`src/rtl/calc_pkg.sv`:
```
// Shared types and helpers for the push-button accumulator calculator.
package calc_pkg;

  typedef enum logic [1:0] {
    ST_EDIT,
    ST_EXEC,
    ST_RESULT
  } state_t;

  function automatic int unsigned digits_for(input int unsigned width);
    return (width + 3) / 4;
  endfunction

  // Counter/index width that never collapses to zero bits.
  function automatic int unsigned idx_width(input int unsigned n);
    return (n > 1) ? $clog2(n) : 1;
  endfunction

  function automatic logic [6:0] hex_to_seg(input logic [3:0] nib);
    logic [6:0] s;
    case (nib)
      4'h0: s = 7'h3F;
      4'h1: s = 7'h06;
      4'h2: s = 7'h5B;
      4'h3: s = 7'h4F;
      4'h4: s = 7'h66;
      4'h5: s = 7'h6D;
      4'h6: s = 7'h7D;
      4'h7: s = 7'h07;
      4'h8: s = 7'h7F;
      4'h9: s = 7'h6F;
      4'hA: s = 7'h77;
      4'hB: s = 7'h7C;
      4'hC: s = 7'h39;
      4'hD: s = 7'h5E;
      4'hE: s = 7'h79;
      default: s = 7'h71;
    endcase
    return s;
  endfunction

endpackage

```
`src/rtl/btn_conditioner.sv`:
```
// Raw button -> 2-FF synchroniser -> debounced level -> 1-cycle rising-edge pulse.
module btn_conditioner #(
  parameter int unsigned DEBOUNCE_CYCLES = 16
) (
  input  logic clk,
  input  logic rst,
  input  logic btn,
  output logic pulse
);

  localparam int unsigned CW = $clog2(DEBOUNCE_CYCLES + 1);
  localparam logic [CW-1:0] LAST = CW'(DEBOUNCE_CYCLES - 1);

  logic          sync1;
  logic          sync2;
  logic          level;
  logic          level_q;
  logic [CW-1:0] cnt;

  // Level flips only after DEBOUNCE_CYCLES consecutive samples disagree with it.
  always_ff @(posedge clk or posedge rst) begin
    if (rst) begin
      sync1   <= 1'b0;
      sync2   <= 1'b0;
      level   <= 1'b0;
      level_q <= 1'b0;
      cnt     <= '0;
    end else begin
      sync1   <= btn;
      sync2   <= sync1;
      level_q <= level;
      if (sync2 == level) begin
        cnt <= '0;
      end else if (cnt == LAST) begin
        level <= sync2;
        cnt   <= '0;
      end else begin
        cnt <= cnt + 1'b1;
      end
    end
  end

  assign pulse = level & ~level_q;

endmodule

```
`src/rtl/accum_calc_unit.sv`:
```
// Push-button accumulator calculator: button conditioning, edit/exec FSM,
// wrap/saturate arithmetic with sticky overflow, multiplexed hex display.
module accum_calc_unit
  import calc_pkg::*;
#(
  parameter  int unsigned WIDTH           = 8,
  parameter  int unsigned DEBOUNCE_CYCLES = 16,
  parameter  int unsigned SCAN_DIV        = 1024,
  parameter  int unsigned SATURATE        = 0,
  localparam int unsigned DIGITS          = digits_for(WIDTH)
) (
  input  logic              clk,
  input  logic              rst,
  input  logic              add_sub_btn,
  input  logic              operand_btn,
  input  logic              inc_btn,
  input  logic              dec_btn,
  input  logic              clr_btn,
  output logic [6:0]        seg,
  output logic [DIGITS-1:0] an,
  output logic              op_sub,
  output logic              ovf,
  output logic              exec_done
);

  localparam int unsigned SW = idx_width(SCAN_DIV);
  localparam int unsigned IW = idx_width(DIGITS);
  localparam logic [SW-1:0] LAST_SCAN = SW'(SCAN_DIV - 1);
  localparam logic [IW-1:0] LAST_IDX  = IW'(DIGITS - 1);

  logic clr_p, exec_p, as_p, inc_p, dec_p;

  btn_conditioner #(.DEBOUNCE_CYCLES(DEBOUNCE_CYCLES)) u_clr (
    .clk(clk), .rst(rst), .btn(clr_btn), .pulse(clr_p));
  btn_conditioner #(.DEBOUNCE_CYCLES(DEBOUNCE_CYCLES)) u_exec (
    .clk(clk), .rst(rst), .btn(operand_btn), .pulse(exec_p));
  btn_conditioner #(.DEBOUNCE_CYCLES(DEBOUNCE_CYCLES)) u_add_sub (
    .clk(clk), .rst(rst), .btn(add_sub_btn), .pulse(as_p));
  btn_conditioner #(.DEBOUNCE_CYCLES(DEBOUNCE_CYCLES)) u_inc (
    .clk(clk), .rst(rst), .btn(inc_btn), .pulse(inc_p));
  btn_conditioner #(.DEBOUNCE_CYCLES(DEBOUNCE_CYCLES)) u_dec (
    .clk(clk), .rst(rst), .btn(dec_btn), .pulse(dec_p));

  state_t           state;
  logic [WIDTH-1:0] operand;
  logic [WIDTH-1:0] acc;

  logic [WIDTH:0]   sum;
  logic [WIDTH:0]   diff;
  logic [WIDTH-1:0] result;
  logic             range_err;
  logic [WIDTH-1:0] operand_next;
  logic             edit_p;

  always_comb begin
    sum  = {1'b0, acc} + {1'b0, operand};
    diff = {1'b0, acc} - {1'b0, operand};
    if (op_sub) begin
      range_err = diff[WIDTH];
      result    = (range_err && SATURATE != 0) ? '0 : diff[WIDTH-1:0];
    end else begin
      range_err = sum[WIDTH];
      result    = (range_err && SATURATE != 0) ? '1 : sum[WIDTH-1:0];
    end
  end

  always_comb begin
    operand_next = operand;
    if (inc_p && !dec_p)
      operand_next = operand + 1'b1;
    else if (dec_p && !inc_p)
      operand_next = operand - 1'b1;
  end

  assign edit_p = inc_p | dec_p;

  // Priority clr > exec > add_sub > inc/dec; pulses arriving during EXEC are dropped.
  always_ff @(posedge clk or posedge rst) begin
    if (rst) begin
      state     <= ST_EDIT;
      operand   <= '0;
      acc       <= '0;
      op_sub    <= 1'b0;
      ovf       <= 1'b0;
      exec_done <= 1'b0;
    end else begin
      exec_done <= 1'b0;
      if (clr_p) begin
        acc   <= '0;
        ovf   <= 1'b0;
        state <= ST_RESULT;
      end else begin
        case (state)
          ST_EDIT: begin
            if (exec_p) begin
              state     <= ST_EXEC;
              exec_done <= 1'b1;
            end else if (as_p) begin
              op_sub <= ~op_sub;
            end else if (edit_p) begin
              operand <= operand_next;
            end
          end
          ST_EXEC: begin
            acc   <= result;
            ovf   <= ovf | range_err;
            state <= ST_RESULT;
          end
          ST_RESULT: begin
            if (exec_p) begin
              state     <= ST_EXEC;
              exec_done <= 1'b1;
            end else if (as_p) begin
              op_sub <= ~op_sub;
            end else if (edit_p) begin
              operand <= operand_next;
              state   <= ST_EDIT;
            end
          end
          default: state <= ST_EDIT;
        endcase
      end
    end
  end

  logic [SW-1:0]       scan_cnt;
  logic [IW-1:0]       scan_idx;
  logic [DIGITS*4-1:0] shown;
  logic [3:0]          nibble;
  logic [DIGITS-1:0]   an_next;

  always_comb begin
    shown            = '0;
    shown[WIDTH-1:0] = (state == ST_EDIT) ? operand : acc;
    nibble           = '0;
    an_next          = '0;
    for (int unsigned d = 0; d < DIGITS; d++) begin
      if (IW'(d) == scan_idx) begin
        nibble     = shown[d*4 +: 4];
        an_next[d] = 1'b1;
      end
    end
  end

  always_ff @(posedge clk or posedge rst) begin
    if (rst) begin
      scan_cnt <= '0;
      scan_idx <= '0;
      seg      <= '0;
      an       <= '0;
    end else begin
      if (scan_cnt == LAST_SCAN) begin
        scan_cnt <= '0;
        scan_idx <= (scan_idx == LAST_IDX) ? '0 : scan_idx + 1'b1;
      end else begin
        scan_cnt <= scan_cnt + 1'b1;
      end
      seg <= hex_to_seg(nibble);
      an  <= an_next;
    end
  end

endmodule
```
`config.mk`:
```
export PLATFORM = sky130hd
export DESIGN_NAME = accum_calc_unit
export DESIGN_NICKNAME = d
export VERILOG_FILES = /design/src/rtl/calc_pkg.sv /design/src/rtl/btn_conditioner.sv /design/src/rtl/accum_calc_unit.sv
export SDC_FILE = /design/constraint.sdc
export NUM_CORES = 1
export LEC_CHECK = 0
export BUFFER_PORTS_ARGS = -buffer_cell sky130_fd_sc_hd__buf_2
export CAP_MARGIN = 20
export CORE_ASPECT_RATIO = 0.9
export CORE_UTILIZATION = 34
export DETAILED_ROUTE_END_ITERATION = 10
export SLEW_MARGIN = 20
export SYNTH_ARGS = -nofsm -noshare
export SYNTH_HDL_FRONTEND = slang
export SYNTH_HIERARCHICAL = 1
export SYNTH_SLANG_ARGS = --single-unit
```
`constraint.sdc`:
```
create_clock -name clk -period 4.5 [get_ports clk]
set_input_delay 0.225 -clock clk [delete_from_list [all_inputs] [get_ports clk]]
set_output_delay 0.225 -clock clk [all_outputs]
set_load 0.05 [all_outputs]
```
Word-level counts from Yosys, hierarchy flattened
Memory sizes are Yosys's and may differ from the RTL's. A register that Yosys moved wholly into a read port is not among the register bits.
Cells that the tools add are included.

operators by class
  add/subtract/negate cells = 11
  mux-type cells = 33
  equal/unequal tests = 16
  bitwise gates (word level) = 21
  reduce and logical (&&, ||, !) cells = 16

operators with widths
  operator                                              count
  2-to-1 mux 5 bit                                      10
  2-to-1 mux 8 bit                                      6
  adder 5 x 1 -> 5 bit (second input constant)          5
  equality test 5 x 4 -> 1 bit (second input constant)  5
  NOT 1 bit                                             14
  adder 10 x 1 -> 10 bit (second input constant)        1
  equality test 10 bit (second input constant)          1
  2-to-1 mux 10 bit                                     1
  2-to-1 mux 2 bit                                      5
  AND reduction 2 bit                                   5
  adder 8 x 8 -> 9 bit                                  1
  2-to-1 mux 1 bit                                      9
  subtractor 8 x 8 -> 9 bit                             1
  adder 8 x 1 -> 8 bit (second input constant)          1
  != test 4 bit (second input constant)                 2
  subtractor 8 x 1 -> 8 bit (second input constant)     1
  case mux 2 bit (3 select lines)                       1
  AND reduction 6 bit                                   1
  AND 1 bit                                             5
  equality test 1 bit                                   5
  2-to-1 mux 4 bit                                      1
  AND reduction 4 bit                                   1
  nonzero test 2 bit                                    2
  != test 3 bit (second input constant)                 1
  9 further kinds                                       12

word-level totals
  memories = 1
  bits in read-only memories = 112
  flip-flop bits (word level) = 79
  logic and storage cells = 132
  output and inout bits = 12
  input bits = 7

memory list
  memory           words  width  read ports  clocked after memory_dff  wr ports  RTL line        RTL
  (no name shown)  16     7      1           1                         0         calc_pkg.sv:21  case (nib)

Logic depth before layout (Yosys ltp)
Gate-level depths: netlist of run 1.

  word-level depth = 8
  mapped depth = 11

Hierarchy
Netlist of run 1, hierarchy kept.

by module, submodules not included
  module           area each (um^2)  instances  cells each
  accum_calc_unit  2795.2            1          288
  btn_conditioner  342.8             5          26

Least setup slack after synthesis of run 1
Ideal clock, no wire load.

  path type = reg-to-reg
  from = register u_inc.level
  to = register operand[7]
  slack = 1950 ps
  arrival = 2470 ps
  period minus slack after synthesis = 2550 ps
  path buffers = 0
  required time = 4420 ps
  cell stages (with the launch flop) = 11
  library setup time = 80 ps
  cells stage by stage = dfrtp_1 > nor2b_1 > ha_1 > inv_1 > ha_1 > and3_1 > a2111oi_0 > a21oi_1 > xnor2_1 > nor2_1 > xnor2_1

between the ends
  word-level cells in the longest chain between the ends = 5

RTL lines
  item                                  RTL line                RTL
  start, declared                       btn_conditioner.sv:16   logic level;
  start signal, assigned                btn_conditioner.sv:35   level <= sync2;
  AND 1 bit (*)                         btn_conditioner.sv:43   assign pulse = level & ~level_q;
  named net inc_p                       accum_calc_unit.sv:31   logic clr_p, exec_p, as_p, inc_p, dec_p;
  logical NOT 1 bit                     accum_calc_unit.sv:71   else if (dec_p && !inc_p)
  logical AND 1 bit                     accum_calc_unit.sv:71
  nonzero test 2 bit (no source line)   n/a
  AND reduction 6 bit (no source line)  n/a
  end signal, assigned                  accum_calc_unit.sv:101  operand <= operand_next;
  end signal, assigned                  accum_calc_unit.sv:116  operand <= operand_next;
  end, declared                         accum_calc_unit.sv:45   logic [WIDTH-1:0] operand;

Mark *: on every way through the listed nets, which the timed path passes. The rest lies on a longest branch.
A chain may end at the register's enable or synchronous reset.

Worst setup path in the final report of run 1
  from = register u_dec.level
  to = register operand[7]

between the ends
  word-level cells in the longest chain between the ends = 5

RTL lines
  item                                  RTL line               RTL
  start, declared                       btn_conditioner.sv:16
  start signal, assigned                btn_conditioner.sv:35
  AND 1 bit (*)                         btn_conditioner.sv:43
  named net dec_p                       accum_calc_unit.sv:31
  logical NOT 1 bit                     accum_calc_unit.sv:69  if (inc_p && !dec_p)
  logical AND 1 bit                     accum_calc_unit.sv:69
  nonzero test 2 bit (no source line)   n/a
  AND reduction 6 bit (no source line)  n/a

Marked as above.

==> results of run 1 <==
-- cell families after synthesis --
family / after synthesis / share of synthesized area
compound gates: 70 / 0.102
xor+xnor: 36 / 0.0699
fa+ha+maj: 40 / 0.116
buf+inv: 47 / 0.0397
flops: 86 / 0.477
mux: 17 / 0.0547
simple gates: 122 / 0.140
-- critical path, cell delays in order (launching register included) --
cell and delay [ns]:
dfrtp_1 0.38, nor2b_1 0.14, inv_1 0.06, ha_1 0.17, inv_1 0.24, ha_1 0.35
and3_1 0.20, a2111oi_0 0.65, a21oi_1 0.16, xnor2_1 0.18, nor2_1 0.07, xnor2_1 0.14
-- Yosys cell counts (2+ instances only) --
master / count / area share
a2111oi_0: 2 / 0.0039
a211o_1: 2 / 0.0039
a211oi_1: 6 / 0.010
a21o_1: 6 / 0.010
a21oi_1: 14 / 0.016
and2_1: 7 / 0.0097
and3_1: 8 / 0.011
buf_2: 2 / 0.0022
clkbuf_1: 9 / 0.0075
dfrtp_1: 86 / 0.48
fa_1: 3 / 0.013
ha_1: 37 / 0.10
inv_1: 36 / 0.030
mux2_1: 5 / 0.012
mux2_2: 3 / 0.0075
mux2i_1: 4 / 0.0089
mux4_2: 4 / 0.020
nand2_1: 19 / 0.016
nand2b_1: 4 / 0.0055
nand3_1: 11 / 0.012
nand3_2: 5 / 0.011
nand3b_1: 3 / 0.0050
nor2_1: 38 / 0.032
nor2_2: 6 / 0.0083
nor2b_1: 8 / 0.011
nor3_1: 3 / 0.0033
nor3b_1: 3 / 0.0050
o211ai_1: 2 / 0.0033
o21a_1: 4 / 0.0067
o21ai_0: 17 / 0.019
o21ai_2: 5 / 0.0097
o22ai_1: 3 / 0.0042
o31ai_1: 3 / 0.0050
or3_1: 4 / 0.0055
xnor2_1: 14 / 0.027
xor2_1: 22 / 0.043
-- how the worst max path moves through the flow --
stage	start	endpoint	slack, ns	cells past startpoint
final	u_dec/level$_DFFE_PP0P_	operand[7]$_DFFE_PP0P_	1.64	11
after global routing	u_dec/level$_DFFE_PP0P_	operand[7]$_DFFE_PP0P_	1.33	11
after CTS	u_dec/level$_DFFE_PP0P_	operand[7]$_DFFE_PP0P_	1.62	11
after detailed placement	u_dec/level$_DFFE_PP0P_	operand[7]$_DFFE_PP0P_	1.64	11
after global placement	u_dec/level$_DFFE_PP0P_	operand[7]$_DFFE_PP0P_	1.69	11
after floorplan	u_inc/level$_DFFE_PP0P_	operand[7]$_DFFE_PP0P_	1.95	10
-- power groups by stage --
stage	Combinational, W	Sequential, W	Clock (W)
detailed placement	0.0000605	0.000818	0
CTS	0.0000646	0.000804	0.000748
global route	0.0000738	0.000806	0.000772
finish	0.0000622	0.000804	0.000721
floorplan	0.0000455	0.000815	0
global placement	0.0000577	0.000817	0
-- sequential cells by signal, summed over array words and instances, names as in the netlist, 2 cells and up --
name / cells
scan_cnt: 10
acc: 8
operand: 8
seg: 7
u_add_sub/cnt: 5
u_clr/cnt: 5
u_dec/cnt: 5
u_exec/cnt: 5
u_inc/cnt: 5
an: 2
state: 2
-- routing by layer --
layer,share of wire,global-route usage,wire (um),vias to the layer above
met5,0,0,0,-
met4,0.015,0.0434,112,0
met3,0.041,0.0376,311,11
met2,0.45,0.188,3440,45
met1,0.50,0.169,3810,1397
li1,-,-,-,1469
-- stage by stage --
step                utilization  std cells
finish                    0.400        613
global route              0.400        613
CTS                       0.400        613
detailed placement        0.372        591
global placement          0.372        591
floorplan                     -        418
-- area by class of cell --
cell class | instances | area [um2]
timing repair buffer | 26 | 165
clock buffer | 11 | 253
clock inverter | 5 | 41.3
fill | 1253 | 7700
tap | 164 | 205
inverter | 36 | 135
multi-input combinational | 285 | 2180
sequential | 86 | 2150
-- timing repair --
item / 4_1_cts / 5_1_grt
setup buffers: 0 / 0
hold buffers: 6 / 0
hold endpoints to repair: 50 / 0
gates resized for setup: 0 / 0
==> flow_metrics.tcl, run 1 <==
set metrics [dict create \
    dr_total_vias 2922 \
    synth_cell_types 46 \
    finalCritPeriodShare 0.636 \
    leakagePower_nw 2.42 \
    vdd_drop_max_mv 0.227 \
    pwr-share-seq 0.506 \
    yosys_warnings 6 \
    placed_area_um2 4780 \
    p_int_w 0.00123 \
    rows 39 \
    synth_ff_type "dfrtp_1" \
    finalPower_w 0.00159 \
    via_per_inst 4.77 \
    first_pass_iters 4 \
    grt_use_total 0.125 \
    status "finished clean" \
    r2r_slack_ns 1.64 \
    timing.final.ws_setup_ns 1.64 \
    hold_slack_ns 0.348 \
    slew_headroom 0.462 \
    cts_tree "yes" \
    maxCapViolations 0 \
    clkSinkCount 86 \
    cts_root_buf "clkbuf_16" \
    path_clk_slew_ns 0.06 \
    pwr-share-comb 0.039 \
    timing_max_transition_violations_final 0 \
    dpl.hpwl_um 5570 \
    ys_seq_area_frac 0.477 \
    worstPathArrival_ns 3.09 \
    finalHoldViolations 0 \
    grt_pass1_wl_um 13500 \
    die_w_um 123 \
    drive_gt1_frac 0.131 \
    fin_setup_tns_ns 0 \
    areaGrowthSynthToFinish_pct 13.8 \
    grt.overflow.total 0 \
    start_util 0.351 \
    finalSetupViolCount 0 \
    grt_max_degree 42 \
    h-tree-depth 3 \
    critPathKind "register to register" \
    syn_area_um2 4510 \
    gp_congestion 0.834 \
    holdPathStages 0 \
    insertedDiodeCount 0 \
    final_nets 491 \
    final_area_um2 5130 \
    mostFrequentLayoutCells "dfrtp_1, nor2_1, ha_1" \
    ant_nets 0 \
    endpoint_kind "register" \
    swShare 0.228 \
    worstMarginPinSlew_ns 0.806 \
    timing.fmax_mhz 349 \
    switchingPower_w 0.000362 \
    worstHoldStart "u_exec/sync1$_DFF_PP0_" \
    r2r_start "u_dec/level$_DFFE_PP0P_" \
    layout_commonest_cell "dfrtp_1" \
    core_um2 12800 \
    rr_endpoint "operand[7]$_DFFE_PP0P_" \
    async_flop_share 1.00 \
    totalWireLength_um 7680 \
    grt_antenna_before_repair 0 \
    clock_latency_ns 0.34 \
    rsz0062_at_grt "no" \
    min_to "u_exec/sync2$_DFF_PP0_" \
    required_ns 4.73 \
    ioPinCount 19 \
    ys_ff_latch 86 \
    clkPwrFrac 0.454 \
    p_per_area_nw_per_um2 309 \
    cts_made_buffers 9 \
    reg2regPathDepth 11 \
    crit_fanout 8 \
    die_h_um 111 \
    skew_ns 0.00407 \
    drtIter0Drc 121 \
    syn_nets 465 \
    clockBufferDepth 2 \
    avgSynthCellArea_um2 10.8 \
    layout_min_cycle_time_ns 2.86 \
    dp_slack_ns 1.64 \
    start_kind "register" \
    syn_inst 418 \
    first_global_vias 2935 \
    die-area_um2 13700 \
    synth_enable_flop_cells 0 \
    drcViolationCount 0 \
    port_buffers 18 \
    wl_per_cell_um 12.5 \
    hold_path_class "register to register" \
]
Power figures use the tool's default switching activity.
==> run 2: changes to the inputs <==
clock period = 2.6 ns   (was 4.5 ns; I/O delays follow)
==> run 2 against run 1 <==
  * Sequential share of layout area down 0.51 points
  * Flip-flop and latch count unchanged
  * Setup slack worse by 1.4 ns
  * Critical path depth down 1
  * Largest cell class unchanged
  * Global-route usage up 0.66 points
  * Worst hold slack better by 0.0055 ns
  * Wire length up 4.6%
  * Design area up 1.2%
  * Cell count up 1.6%
  * Via count up 3.1%
  * Core utilization up 0.49 points
  * Largest power group unchanged
  * Clock power up 64%
==> flow_metrics.tcl, run 2 (same netlist as run 1, synthesis figures left out) <==
set metrics [dict create \
    drcViolationCount 0 \
    critPathKind "register to register" \
    startpoint "acc[0]$_DFFE_PP0P_" \
    grt_use_total 0.132 \
    cpMaxStageDelayCell "dfrtp_1" \
    core_um2 12800 \
    critPathMostFrequentCell "a211oi_1" \
    endpoint_kind "register" \
    port_buffers 18 \
    crit_buf_inv 2 \
    cpPeakStageDelay_ns 0.42 \
    via_per_inst 4.84 \
    worstPathArrival_ns 2.60 \
    finalSetupViolCount 0 \
    rsz0062_at_grt "no" \
    layout_commonest_cell "dfrtp_1" \
    timing_max_transition_violations_final 0 \
    largest_register_ffs 10 \
    finalCritPeriodShare 0.909 \
    die-area_um2 13700 \
    hold_slack_ns 0.353 \
    die_h_um 111 \
    regMostFlops "scan_cnt" \
    areaGrowthSynthToFinish_pct 15.1 \
    required_ns 2.84 \
    path_clk_slew_ns 0.06 \
    start_kind "register" \
    grt_pass1_wl_um 14300 \
    wl_per_cell_um 12.9 \
    final_nets 501 \
    cts_made_buffers 9 \
    worstMarginPinSlew_ns 0.694 \
    vdd_drop_max_mv 0.361 \
    drtIter0Drc 134 \
    status "finished clean" \
    placed_area_um2 4850 \
    clock_latency_ns 0.33 \
    r2r_start "acc[0]$_DFFE_PP0P_" \
    h-tree-depth 3 \
    mostFrequentLayoutCells "dfrtp_1, nor2_1, ha_1" \
    ioPinCount 19 \
    r2r_slack_ns 0.24 \
    ant_nets 0 \
    cp_num_cells 10 \
    leakagePower_nw 2.47 \
    clockBufferDepth 2 \
    gr-usage-met3 0.0360 \
    grt_util_met2 0.213 \
    hold_path_class "primary input to async pin" \
    grt_use_met1 0.170 \
    final_area_um2 5190 \
    totalWireLength_um 8030 \
    first_pass_iters 4 \
    finalHoldViolations 0 \
    clkSinkCount 86 \
    maxCapViolations 0 \
    dpl.hpwl_um 5880 \
    grt_max_degree 42 \
    skew_ns 0.00621 \
    rr_endpoint "acc[6]$_DFFE_PP0P_" \
    reg2regPathDepth 10 \
    crit_family "compound AO/OA/AOI/OAI gates" \
    gp_congestion 0.836 \
    timing.fmax_mhz 423 \
    endpoint "acc[6]$_DFFE_PP0P_" \
    rows 39 \
    p_per_area_nw_per_um2 516 \
    top_usage_layer "met2" \
    grt_antenna_before_repair 0 \
    top_regs "scan_cnt (10), acc (8), operand (8)" \
    layout_min_cycle_time_ns 2.36 \
    cts_root_buf "clkbuf_16" \
    crit_chain "inv_1, ha_1, inv_1, fa_1, a21o_1, a211oi_1, o21a_1, a211oi_1, xnor2_1, a211oi_1" \
    cts_tree "yes" \
    grt.overflow.total 0 \
    crit_fanout 4 \
    drive_gt1_frac 0.153 \
    die_w_um 123 \
    first_global_vias 3117 \
    slew_headroom 0.538 \
    insertedDiodeCount 0 \
    start_util 0.351 \
    dr_total_vias 3013 \
]
run 2: cell count changes in the layout (fill, tap and decap cells not counted):
cell | before | now
a2111oi_0 | 2 | 1
clkinv_2 | 1 | 2
inv_1 | 36 | 35
clkbuf_8 | 2 | 0
buf_4 | 2 | 12
inv_2 | 0 | 1
a2111oi_2 | 0 | 1
clkbuf_1 | 0 | 1
run 2: stage by stage:
| stage | std cells | worst slack, ns | total power, W | utilization | setup TNS (ns) |
|---|---|---|---|---|---|
| 2_1_floorplan | 418 | 0.0500 | 0.00149 | - | 0 |
| 3_3_place_gp | 601 | 0.0540 | 0.00151 | 0.378 | 0 |
| 3_5_place_dp | 601 | -0.00345 | 0.00152 | 0.378 | -0.00345 |
| 4_1_cts | 623 | 0.0523 | 0.00272 | 0.404 | 0 |
| 5_1_grt | 623 | 0.0159 | 0.00279 | 0.405 | 0 |
| 6_report | 623 | 0.237 | 0.00268 | 0.405 | 0 |
run 2: repair_timing:
| action | CTS | global route |
|---|---|---|
| endpoints found under the hold margin | 50 | 0 |
| pin swaps | 0 | 0 |
| setup endpoints to repair | 1 | 2 |
| buffers inserted | 0 | 0 |
| gates resized for setup | 1 | 2 |
| hold buffers | 6 | 0 |
run 2: worst min-delay path by stage:
stage	startpoint	end	slack, ns	depth (start not counted)
floorplan	rst	u_add_sub/cnt[0]$_DFF_PP0_	-0.04	1
global placement	rst	u_exec/level_q$_DFF_PP0_	0.16	2
detailed placement	rst	u_exec/level_q$_DFF_PP0_	0.16	2
CTS	rst	u_exec/level$_DFFE_PP0P_	0.34	3
global route	u_add_sub/sync1$_DFF_PP0_	u_add_sub/sync2$_DFF_PP0_	0.36	0
finish	rst	u_clr/sync2$_DFF_PP0_	0.35	3
run 2: power breakdown:
part	switching, W	internal, W
sequential	0.0000233	0.00137
combinational	0.0000649	0.0000435
clock	0.000522	0.000655
run 2: layer usage:
| metal | vias to the layer above | share of wire |
|---|---|---|
| met3 | 9 | 0.039 |
| met1 | 1459 | 0.46 |
| li1 | 1491 | - |
| met2 | 54 | 0.49 |
| met4 | 0 | 0.010 |
| met5 | - | 0 |
run 2: worst register-to-register path: stages, from the launching register on:
cell and delay [ns]:
dfrtp_1 0.42, inv_1 0.07, ha_1 0.19, inv_1 0.07, fa_1 0.39, a21o_1 0.19
a211oi_1 0.26, o21a_1 0.21, a211oi_1 0.09, xnor2_1 0.17, a211oi_1 0.22
run 2: area by class of cell:
type                    instances  area, um2
fillers                      1243       7640
multi-input cells             285       2180
flip-flops and latches         86       2150
repair buffers                 36        240
clock buffers                  10        229
well taps                     164        205
inverters                      36        135
clock inverters                 6       46.3
==> run 3: changes to the inputs <==
CORE_UTILIZATION = 35   (was 34)
==> run 3 against run 2 <==
  * Cell count fell by 0.96%
  * Clock skew rose by 0.0020 ns
  * Non-clock buffer count fell by 1
  * Global-route usage is 0.53 points higher
  * Sequential power about the same
  * Power increased by 3.1%
==> flow_metrics.tcl, run 3 (same netlist as run 1, synthesis figures left out) <==
set metrics [dict create \
    finalHoldViolations 0 \
    dr_total_vias 2941 \
    maxCapViolations 0 \
    cts_made_buffers 9 \
    layout_commonest_cell "dfrtp_1" \
    p_per_area_nw_per_um2 531 \
    pwr-share-seq 0.504 \
    switchingPower_w 0.000580 \
    grt_antenna_before_repair 0 \
    grt_pass1_wl_um 14200 \
    clkPwrFrac 0.457 \
    skew_ns 0.00821 \
    cts_tree "yes" \
    final_nets 500 \
    leakagePower_nw 2.47 \
    gp_congestion 0.843 \
    hold_slack_ns 0.346 \
    die-area_um2 13300 \
    first_pass_iters 4 \
    via_per_inst 4.77 \
    critPathKind "register to register" \
    clock_latency_ns 0.34 \
    dpl.hpwl_um 5850 \
    timing.fmax_mhz 419 \
    mostFrequentLayoutCells "dfrtp_1, nor2_1, ha_1" \
    required_ns 2.83 \
    cpMaxStageDelayCell "a2111oi_2" \
    totalWireLength_um 7900 \
    finalPower_w 0.00276 \
    ioPinCount 19 \
    grt_use_total 0.137 \
    wl_per_cell_um 12.8 \
    p_int_w 0.00218 \
    post-cts-setup-buffers 0 \
    grt_max_degree 42 \
    worstMarginPinSlew_ns 0.710 \
    start_kind "register" \
    ant_nets 0 \
    die_h_um 110 \
    cpPeakStageDelay_ns 0.43 \
    fillers 1186 \
    drive_gt1_frac 0.147 \
    die_w_um 122 \
    crit_fanout 6 \
    crit_family "compound AO/OA/AOI/OAI gates" \
    swShare 0.210 \
    drtIter0Drc 103 \
    drcViolationCount 0 \
    first_global_vias 3062 \
    timing_max_transition_violations_final 0 \
    endpoint_kind "register" \
    hold_path_class "register to register" \
    path_clk_slew_ns 0.06 \
    rows 38 \
    grt.overflow.total 0 \
    multi_input_area_um2 2180 \
    areaGrowthSynthToFinish_pct 15.2 \
    h-tree-depth 3 \
    start_util 0.366 \
    layout_min_cycle_time_ns 2.39 \
    crit_buf_inv 1 \
    clkSinkCount 86 \
    top_regs "scan_cnt (10), acc (8), operand (8)" \
    cts_root_buf "clkbuf_16" \
    worstPathArrival_ns 2.61 \
    regMostFlops "scan_cnt" \
    clockBufferDepth 2 \
    regArea_um2 2150 \
    slew_headroom 0.527 \
    finalCritPeriodShare 0.919 \
    finalSetupViolCount 0 \
    pwr-share-comb 0.039 \
    insertedDiodeCount 0 \
    port_buffers 18 \
    largest_register_ffs 10 \
    status "finished clean" \
    rsz0062_at_grt "no" \
    crit_chain "nor2b_1, ha_1, inv_2, ha_1, and3_1, a2111oi_2, a21oi_1, xnor2_1, nor2_1, xnor2_1" \
    core_um2 12300 \
    vdd_drop_max_mv 0.400 \
]
run 3: cell types whose count changed in the layout (fill, tap and decap cells not counted), sizes merged:
| cell | previous run | this run |
|---|---|---|
| clkinv | 3 | 1 |
| clkinvlp | 1 | 0 |
| bufinv | 0 | 1 |
| clkbuf | 10 | 12 |
| inv | 38 | 37 |
| buf | 30 | 29 |
run 3: metrics by stage:
stage / cells / setup TNS (ns) / instance area [um2] / setup slack, ns / utilization
global route: 617 / 0 / 5190 / 0.000567 / 0.422
finish: 617 / 0 / 5190 / 0.211 / 0.422
detailed placement: 596 / -0.140 / 4840 / -0.114 / 0.393
global placement: 596 / 0 / 4840 / 0.00365 / 0.393
floorplan: 418 / 0 / 4510 / 0.0500 / -
CTS: 617 / 0 / 5190 / 0.107 / 0.422
run 3: final timing paths:
path	cells after the start	end	from	slack [ns]
worst max-delay path	10	operand[7]$_DFFE_PP0P_	u_inc/level$_DFFE_PP0P_	0.21
min in group asynchronous	3	u_inc/cnt[2]$_DFF_PP0_	rst	0.36
worst min-delay path	0	u_clr/sync2$_DFF_PP0_	u_clr/sync1$_DFF_PP0_	0.35
worst max register to register	10	operand[7]$_DFFE_PP0P_	u_inc/level$_DFFE_PP0P_	0.21
worst min register to register	0	u_clr/sync2$_DFF_PP0_	u_clr/sync1$_DFF_PP0_	0.35
max in group asynchronous	4	acc[2]$_DFFE_PP0P_	rst	1.69
run 3: area by class of cell:
class	instances	share of cell area
multi-input cells	285	0.421
inverters	36	0.0260
well taps	160	0.0385
flip-flops and latches	86	0.414
clock inverters	3	0.00843
clock buffers	12	0.0474
repair buffers	35	0.0448
run 3: repair_timing:
item | in CTS | in global routing
setup endpoints to repair | 2 | 1
resized for setup | 2 | 1
hold buffers | 6 | 0
hold endpoints to repair | 58 | 0
run 3: layer usage:
metal	share of wire	up-vias	track usage
met3	0.037	14	0.0399
met5	0	-	0
met2	0.45	36	0.219
met4	0.018	0	0.0538
li1	-	1484	-
met1	0.49	1407	0.175
run 3: power by group through the flow:
stage,logic (W),registers [W],clock network (W)
3_5_place_dp,0.000105,0.00142,0
2_1_floorplan,0.0000788,0.00141,0
4_1_cts,0.000112,0.00139,0.00131
5_1_grt,0.000127,0.00140,0.00136
6_report,0.000108,0.00139,0.00126
3_3_place_gp,0.000101,0.00141,0
